--- src/rtl/tt_um_dco_core.sv ---
// tt_um_dco_core: digitally controlled oscillator (programmable half-period divider) in a Tiny Tapeout tile
module tt_um_dco_core #(
  parameter int CNT_W = 8,
  parameter int EDGE_CNT_W = 4
) (
  input  logic       clk,
  input  logic       rst_n,
  input  logic       ena,
  input  logic [7:0] ui_in,
  input  logic [7:0] uio_in,
  output logic [7:0] uo_out,
  output logic [7:0] uio_out,
  output logic [7:0] uio_oe
);
  logic [CNT_W-1:0] code_reg, cnt, code_in;
  logic [EDGE_CNT_W-1:0] edge_cnt;
  logic dco_out, dco_div2, rise_pulse;
  logic run, tc, nz, rise;
  logic unused_ok;
  assign code_in = CNT_W'(ui_in);
  assign run = |code_reg;
  assign tc = run && (cnt == code_reg - 1'b1);
  assign nz = |ui_in;
  // a zero code sampled at terminal count parks the output low instead of toggling
  assign rise = tc && !dco_out && nz;
  always_ff @(posedge clk or negedge rst_n) begin
    if (!rst_n) begin
      code_reg <= '0;
      cnt <= '0;
      dco_out <= 1'b0;
      dco_div2 <= 1'b0;
      rise_pulse <= 1'b0;
      edge_cnt <= '0;
    end else if (ena) begin
      rise_pulse <= rise;
      if (!run) begin
        code_reg <= code_in;
        cnt <= '0;
      end else if (!tc) begin
        cnt <= cnt + 1'b1;
      end else begin
        cnt <= '0;
        code_reg <= code_in;
        dco_out <= nz & ~dco_out;
      end
      if (rise) begin
        dco_div2 <= ~dco_div2;
        edge_cnt <= edge_cnt + 1'b1;
      end
    end else begin
      rise_pulse <= 1'b0;
    end
  end
  assign uo_out = {4'(edge_cnt), run, rise_pulse, dco_div2, dco_out};
  assign uio_out = 8'h00;
  assign uio_oe = 8'h00;
  assign unused_ok = &{1'b0, uio_in};
endmodule

--- config.mk ---
export PLATFORM = sky130hd
export DESIGN_NAME = tt_um_dco_core
export DESIGN_NICKNAME = d
export VERILOG_FILES = /design/src/rtl/tt_um_dco_core.sv
export SDC_FILE = /design/constraint.sdc
export NUM_CORES = 1
export LEC_CHECK = 0
export BUFFER_PORTS_ARGS = -buffer_cell sky130_fd_sc_hd__buf_2
export CAP_MARGIN = 20
export CORE_ASPECT_RATIO = 0.7
export CORE_MARGIN = 2
export CORE_UTILIZATION = 41
export DETAILED_ROUTE_END_ITERATION = 6
export GPL_ROUTABILITY_DRIVEN = 0
export MAX_ROUTING_LAYER = met4
export PLACE_DENSITY = 0.63
export SLEW_MARGIN = 20
export SYNTH_ARGS = -nofsm -noshare
export SYNTH_HDL_FRONTEND = slang
export SYNTH_SLANG_ARGS = --single-unit
--- constraint.sdc ---
create_clock -name clk -period 3.05 [get_ports clk]
set_input_delay 0.7625 -clock clk [delete_from_list [all_inputs] [get_ports clk]]
set_output_delay 0.7625 -clock clk [all_outputs]
set_load 0.01 [all_outputs]
Word level (Yosys, flattened, before mapping)

Cells that the tools add are included.

Reductions and logical operators: 9
Multiplexer cells: 5
Equality and inequality tests: 2
Bitwise gates (word level): 3
Add/sub/neg operators: 3

Operators by type and width:

| cell                | number |
|---|---|
| $mux 8              | 4 |
| $reduce_or 8->1     | 2 |
| $add 8x1->8 const B | 1 |
| $eq 8x8->1          | 1 |
| $sub 8x1->8 const B | 1 |
| $add 4x1->4 const B | 1 |
| $reduce_and 2->1    | 2 |
| $logic_and 1x1->1   | 3 |
| $reduce_and 3->1    | 1 |
| $ne 2x1->1 const B  | 1 |
| $not 1->1           | 2 |
| $and 1x1->1         | 1 |
| $logic_not 1->1     | 1 |
| $mux 1              | 1 |

Register bits after elaboration: 23
Output and inout bits: 24
Word-level logic and storage cells: 28

Logic depth before layout (Yosys ltp)

Gate-level depths: netlist of the first run.

Word-level depth: 6
Gate-level depth with buffers: 8
Gate-level depth less buffers: 8

Worst setup path after synthesis of the first run

OpenSTA, ideal clock, no wires.

Kind: reg-to-output
Start: reg code_reg[0]
End: out uo_out[3]
Arrival time: 1.514 ns
Setup slack: 0.774 ns
Stages on the path, launching flop included: 7
Path through: dfrtp_1 -> inv_1 -> ha_1 -> nor3b_1 -> and2_1 -> clkinv_1 -> buf_4

Cells in the longest elaborated chain, start to end: 1

RTL lines:

| what                   | RTL line | text |
|---|---|---|
| start, declared        | 15       | `logic [CNT_W-1:0] code_reg, cnt, code_in;` |
| start signal, assigned | 37       | `code_reg <= code_in;` |
| start signal, assigned | 43       | `code_reg <= code_in;` |
| $reduce_or 8->1        | 21       | `assign run = \|code_reg;` |
| end, declared          | 11       | `output logic [7:0] uo_out,` |

Every way passes these cells.

Worst setup path in the final report of the first run

Ends and elaborated chain as after synthesis.

==> impl_metrics.yaml, run 1 <==
drt:
  dr.pass1.iters: 5
  vias: 1169
  wirelength_mm: 3.260
  detail_route.iter0.violations: 101
  postRouteAntennaNets: 0
  drc: 0
  via_per_inst: 5.514
  wl_per_cell_um: 15.38
power:
  combPwrFrac_pct: 33.1
  pwr-share-seq_pct: 46.2
  pwr-share-clk_pct: 20.6
  p_per_area_nw_per_um2: 564.5
  finalPower_uw: 902.7
  p_int_uw: 572.0
  swShare_pct: 36.64
  ir_drop_mv: 0.2490
  p_leak_nw: 0.7815
  switchingPower_uw: 330.8
sta:
  hold_slack_ps: 468.1
  period_needed_ps: 2845
  final-hold-violation-count: 0
  fmax_ghz: 0.3515
  worst_slew_pin_slew_ps: 570.6
  fin_crit_sh_pct: 93.28
  drv_slew: 0
  setup-tns-final_ps: 0
  setup_violations: 0
  maxSlewHeadroom_pct: 61.79
  layout_setup_ws_ps: 205.0
  rsz0062_at_grt: "no"
  fin_worst_skew_ps: 2.376
synth:
  yosysTopAreaCell: "dfrtp_1"
  synth-async-reset-ratio_pct: 100.0
  synth_area_leaders: "dfrtp_1 39%, buf_4 10%, a32o_1 5.4%, xnor2_1 4.7%, xor2_1 4.7%"
  syn_inst: 146
  syn_area_um2: 1488
  synth_top_area_share_pct: 38.69
  synth_area_per_cell_um2: 10.19
  synth.distinct_cells: 42
  synth_edf_count: 0
  synth_warnings: 0
  synth_ff_type: "dfrtp_1"
  ys_ff_latch: 23
  yosysSeqAreaShare_pct: 38.69
finish:
  fin_cells: 212
  final_cell_mix: "23 x dfrtp_1, 18 x buf_2, 16 x conb_1"
  area_delta_synth_final_pct: 7.485
  regArea_um2: 575.6
  finish.utilization_pct: 45.81
  fill_cells: 349
  fin_nets: 185
  antenna_cells: 0
  layout_commonest_cell: "dfrtp_1"
  postLayoutCellArea_um2: 1599
  multi_input_area_um2: 788.3
  drive_above_1_share_pct: 21.60
setup_path:
  slowest_delay_ps: 440
  crit_path_max_fanout: 9
  cp-start-kind: "flip-flop"
  critPathSlowestCell: "dfrtp_1"
  crit_arrival_ps: 2080
  path_cells: "inv_1, ha_1, nor3b_2, and2_1, clkinv_1, buf_2"
  critical_path.endpoint_type: "primary output"
  crit_required_ps: 2290
  worstSetupPathType: "reg2out"
placed_design:
  io_buffers: 18
  dp_hpwl_mm: 2.426
  placed_cells: 208
  place_ws_ps: 401.2
  place_area_um2: 1549
floorplanning:
  core_region_area_um2: 3491
  initial_core_util_pct: 42.62
  dieArea_um2: 4134
  ios: 43
  num_rows: 18
  die_h_um: 54.40
  die_x_um: 76.00
global_routing:
  grt_pass1_wl_mm: 5.430
  overflow: 0
  gr-usage-all-layers_pct: 17.46
  grt_max_degree: 24
  grt_pass1_vias: 1109
  grt_antenna_before_repair: 0
clock_tree:
  clock_sinks: 23
  htree_levels: 1
  clk_latency_ps: 260
  cts_tree: "done"
  cts_buffers: 3
  clk_pin_slew_ps: 80
  clock_path_buffers: 2
  ctsRootBufferMaster: "clkbuf_8"
run:
  drv_cap: 0
worst_hold_path:
  worst_hold_path_type: "in2async"
status:
  status: "completed"
-- final cells by class --
cell class / instances / share of cell area (%)
Tap cell: 50 / 3.912
Timing Repair Buffer: 20 / 6.573
Inverter: 6 / 1.408
Sequential cell: 23 / 35.99
Multi-Input combinational cell: 109 / 49.30
Clock buffer: 4 / 2.817
-- synth_stat cells (2+ instances only) --
library cell and instances:
clkbuf_1 2, ha_1 3, nand2_1 4, a21oi_1 8, nand4_1 3, and3_1 3
nor4_1 6, a32o_1 8, buf_4 20, xor2_1 8, inv_1 5, dfrtp_1 23
o211ai_1 3, nand3_1 8, o211a_1 2, a31o_2 3, nand2b_1 3, xnor2_1 8
nor2_1 2, or2_2 2
-- critical path, delay by kind of cell, from the launching register on --
kind,cells,cell delay [ps]
buffers and inverters,3,650
adder cells (fa/ha/maj),1,190
flip-flops,1,440
AND/OR/NAND/NOR,2,550
-- logic make-up after synthesis --
kind of cell	synth area share, %
AND/OR/NAND/NOR	16.40
AO/OA/AOI/OAI	18.59
buffers and inverters	12.45
flip-flops	38.69
XOR/XNOR	9.420
adder cells (fa/ha/maj)	2.523
multiplexers	1.682
other	0.2521
-- routing by layer --
layer	global-route usage [%]	up-vias	part of all wire (%)
met4	3.333	0	1.7
met2	27.08	42	45
met3	4.785	9	6.3
met5	-	-	0
li1	-	539	-
met1	23.45	579	47
-- power by group through the flow --
stage	clock network, mW	registers, mW	logic, mW
floorplan	0	0.402	0.251
CTS	0.192	0.416	0.296
global placement	0	0.417	0.279
finish	0.186	0.417	0.299
global route	0.208	0.426	0.336
detailed placement	0	0.421	0.294
-- path summary, 6_finish.rpt --
kind / startpoint / endpoint / slack (ps) / depth (start not counted)
setup / recovery: code_reg[0] / uo_out[3] / 200 / 6
hold / removal: rst_n / edge_cnt[2] / 470 / 1
setup reg to reg: code_reg[0] / code_reg[2] / 520 / 5
hold reg to reg: dco_div2 / dco_div2 / 470 / 1
max in group asynchronous: rst_n / cnt[2] / 2230 / 1
min in group clk: dco_div2 / dco_div2 / 470 / 1
-- what timing repair did --
item / CTS / global route
setup buffers: 0 / 0
hold buffers: 0 / 0
resized for setup: 0 / 1
setup endpoints to repair: 0 / 1
No activity file was read; power rests on OpenSTA's default activity.
==> run 2, diff against run 1 <==
Settings changed: CORE_UTILIZATION 41 to 40, PLACE_DENSITY 0.63 to 0.61.
==> impl_metrics.yaml, run 2 (synthesized netlist as in run 1, its figures left out) <==
status:
  status: "completed"
power:
  p_per_area_nw_per_um2: 564.1
  swShare_pct: 36.42
  switchingPower_uw: 327.5
  pwr-share-seq_pct: 46.3
  combPwrFrac_pct: 32.3
  ir_drop_mv: 0.1924
  pwr-share-clk_pct: 21.3
  p_leak_nw: 0.7754
  finalPower_uw: 899.1
  p_int_uw: 571.6
clock_tree:
  hold_buffers: 0
  htree_levels: 1
  clock_path_buffers: 2
  clk_latency_ps: 270
  cts_buffers: 3
  clk_pin_slew_ps: 90
  cts_setup_buffers: 0
  ctsRootBufferMaster: "clkbuf_8"
  ctsResizeCount: 0
  cts_tree: "done"
  clock_sinks: 23
worst_hold_path:
  worst_hold_path_type: "in2async"
placed_design:
  io_buffers: 18
  dp_hpwl_mm: 2.359
  place_ws_ps: 590.7
  placed_cells: 208
sta:
  fin_worst_skew_ps: 8.531
  setup_violations: 0
  fin_crit_sh_pct: 90.26
  layout_setup_ws_ps: 297.0
  drv_slew: 0
  worst_slew_pin_slew_ps: 585.9
  final-hold-violation-count: 0
  maxSlewHeadroom_pct: 60.77
  period_needed_ps: 2753
  setup-tns-final_ps: 0
  fmax_ghz: 0.3632
  rsz0062_at_grt: "no"
setup_path:
  crit_required_ps: 2290
  critical_path.endpoint_type: "primary output"
  cp-start-kind: "flip-flop"
  crit_arrival_ps: 1990
  crit_path_max_fanout: 4
  rrSetupSlack_ps: 530
  worstSetupPathType: "reg2out"
  timing.rr.start: "code_reg[0]"
  worstReg2RegEnd: "edge_cnt[1]"
  reg2reg_depth: 7
global_routing:
  grt_max_degree: 24
  overflow: 0
  grt_pass1_wl_mm: 5.140
  gr-usage-all-layers_pct: 16.83
  grt_pass1_vias: 1007
  grt_antenna_before_repair: 0
floorplanning:
  dieArea_um2: 4231
  num_rows: 18
  die_h_um: 55.03
  ios: 43
  initial_core_util_pct: 42.07
  die_x_um: 76.89
  core_region_area_um2: 3536
finish:
  antenna_cells: 0
  final_cell_mix: "23 x dfrtp_1, 18 x buf_2, 16 x conb_1"
  fin_cells: 212
  drive_above_1_share_pct: 20.99
  layout_commonest_cell: "dfrtp_1"
  fin_nets: 185
  fill_cells: 350
  area_delta_synth_final_pct: 7.149
drt:
  wl_per_cell_um: 15.00
  drc: 0
  via_per_inst: 5.410
  postRouteAntennaNets: 0
  wirelength_mm: 3.180
  dr.pass1.iters: 4
  detail_route.iter0.violations: 99
  vias: 1147
run:
  drv_cap: 0
[run 2: cell counts in the layout (fill, tap and decap cells not counted)]
No cell type changed its count.
[run 2: power by group through the flow]
stage                     Combinational (mW)  Clock, mW  Sequential [mW]
after global routing                   0.323      0.219            0.426
after CTS                              0.288      0.198            0.415
after detailed placement               0.285          0            0.421
after floorplan                        0.251          0            0.402
final                                  0.291      0.192            0.417
after global placement                 0.278          0            0.418
[run 2: cell type report]
type,instances,area [um^2],area share [%]
repair buffers,20,105.1,6.593
inverters,6,22.52,1.413
clock buffers,4,45.04,2.826
flip-flops and latches,23,575.6,36.11
well taps,50,62.56,3.925
multi-input cells,109,783.3,49.14
[run 2: how the worst max path moves through the flow]
stage,from,endpoint,cells past startpoint
final,code_reg[0],uo_out[3],6
after global routing,code_reg[0],uo_out[3],6
after CTS,code_reg[0],uo_out[3],6
after detailed placement,code_reg[0],edge_cnt[1],7
after global placement,code_reg[0],uo_out[3],6
after floorplan,code_reg[0],uo_out[3],6
[run 2: per-layer routing]
layer / share of wire, % / GRT usage, % / up-vias
li1: - / - / 534
met1: 47 / 22.69 / 564
met2: 44 / 24.85 / 42
met5: 0 / - / -
met3: 7.1 / 4.058 / 7
met4: 1.4 / 6.364 / 0
[run 2: critical path: stages, from the launching register on]
cell	delay, ps
dfrtp_1	430
inv_1	90
ha_1	190
nor3b_1	420
and2_1	320
clkinv_1	120
buf_2	150
[run 2: per-stage QoR]
stage                     util (%)  hold slack [ps]  cell area [um^2]
after floorplan                  -            442.8              1544
after global placement       43.81            449.8              1549
after detailed placement     43.81            454.4              1549
after CTS                    45.08            468.6              1594
after global routing         45.08            489.2              1594
final                        45.08            458.4              1594
==> run 3, diff against run 2 <==
Settings changed: RECOVER_POWER set to 50.
==> impl_metrics.yaml, run 3 (synthesized netlist as in run 1, its figures left out) <==
power:
  p_per_area_nw_per_um2: 566.3
  p_leak_nw: 0.7550
  ir_drop_mv: 0.1924
  finalPower_uw: 899.2
finish:
  fin_nets: 185
  layout_commonest_cell: "dfrtp_1"
  antenna_cells: 0
  finish.utilization_pct: 44.90
  final_cell_mix: "23 x dfrtp_1, 16 x conb_1, 13 x buf_2"
  area_delta_synth_final_pct: 6.728
  drive_above_1_share_pct: 17.90
status:
  status: "completed"
clock_tree:
  ctsResizeCount: 0
  clock_sinks: 23
  cts_setup_buffers: 0
  htree_levels: 1
  cts_buffers: 3
  clk_pin_slew_ps: 90
  hold_buffers: 0
  cts_tree: "done"
  ctsRootBufferMaster: "clkbuf_8"
  clock_path_buffers: 2
  clk_latency_ps: 270
global_routing:
  met3_usage_pct: 4.058
  grtUsageMet1_pct: 22.69
  gr-usage-all-layers_pct: 16.83
  grt_max_degree: 24
  grt_util_met2_pct: 24.85
  grt_pass1_wl_mm: 5.140
  grt_pass1_vias: 1007
  grt_antenna_before_repair: 0
  overflow: 0
  grt_most_used_layer: "met2"
sta:
  drv_slew: 0
  fin_worst_skew_ps: 8.067
  fmax_ghz: 0.3639
  setup_violations: 0
  rsz0062_at_grt: "no"
  maxSlewHeadroom_pct: 16.60
  final-hold-violation-count: 0
  hold_slack_ps: 465.3
  period_needed_ps: 2748
  worst_slew_pin_slew_ps: 1251
  setup-tns-final_ps: 0
  fin_crit_sh_pct: 90.09
floorplanning:
  core_region_area_um2: 3536
  num_rows: 18
  die_x_um: 76.89
  ios: 43
  die_h_um: 55.03
  dieArea_um2: 4231
  initial_core_util_pct: 42.07
drt:
  via_per_inst: 5.410
  wl_per_cell_um: 15.07
  wirelength_mm: 3.194
  detail_route.iter0.violations: 99
  postRouteAntennaNets: 0
  dr.pass1.iters: 4
  drc: 0
  vias: 1147
setup_path:
  cp-start-kind: "flip-flop"
  crit_required_ps: 2290
  crit_path_max_fanout: 4
  worstSetupPathType: "reg2out"
  crit_arrival_ps: 1990
  critical_path.endpoint_type: "primary output"
run:
  drv_cap: 0
placed_design:
  io_buffers: 18
  dp_hpwl_mm: 2.359
worst_hold_path:
  worst_hold_path_type: "reg2reg"
==> run 3: layer usage <==
metal / wire (um) / part of all wire, %
met5: 0 / 0
met4: 46 / 1.4
met3: 240 / 7.5
met2: 1413 / 44
met1: 1493 / 47
==> run 3: final timing paths <==
kind,startpoint,to,slack [ps],cells after the start
setup / recovery,code_reg[0],uo_out[3],300,6
hold / removal,edge_cnt[3],edge_cnt[3],470,1
setup reg to reg,code_reg[0],edge_cnt[1],530,7
hold reg to reg,edge_cnt[3],edge_cnt[3],470,1
max in group asynchronous,rst_n,code_reg[6],1570,1
min in group asynchronous,rst_n,edge_cnt[1],740,1
==> run 3: where the power goes <==
part           internal (mW)  total [mW]  switching [mW]
Sequential             0.350       0.417          0.0669
Clock                 0.0934       0.192          0.0990
Combinational          0.128       0.290           0.162
Total                  0.571       0.899           0.328
==> run 3: area by class of cell <==
cell class | instances | area (um^2)
Timing Repair Buffer | 20 | 98.84
Inverter | 6 | 22.52
Tap cell | 50 | 62.56
Multi-Input combinational cell | 109 | 783.3
Fill cell | 352 | 1948
Sequential cell | 23 | 575.6
Clock buffer | 4 | 45.04
==> run 3: metrics by stage <==
stage          setup WS, ps  cells  instance area [um^2]
2_1_floorplan         773.9    161                  1544
3_3_place_gp          631.3    208                  1549
3_5_place_dp          590.7    208                  1549
4_1_cts               316.9    212                  1594
5_1_grt               203.4    212                  1588
6_report              302.3    212                  1588
==> run 3: critical path, stage by stage, from the launching register on <==
cell,delay (ps)
dfrtp_1,430
inv_1,90
ha_1,190
nor3b_1,420
and2_1,320
clkinv_1,120
buf_2,150
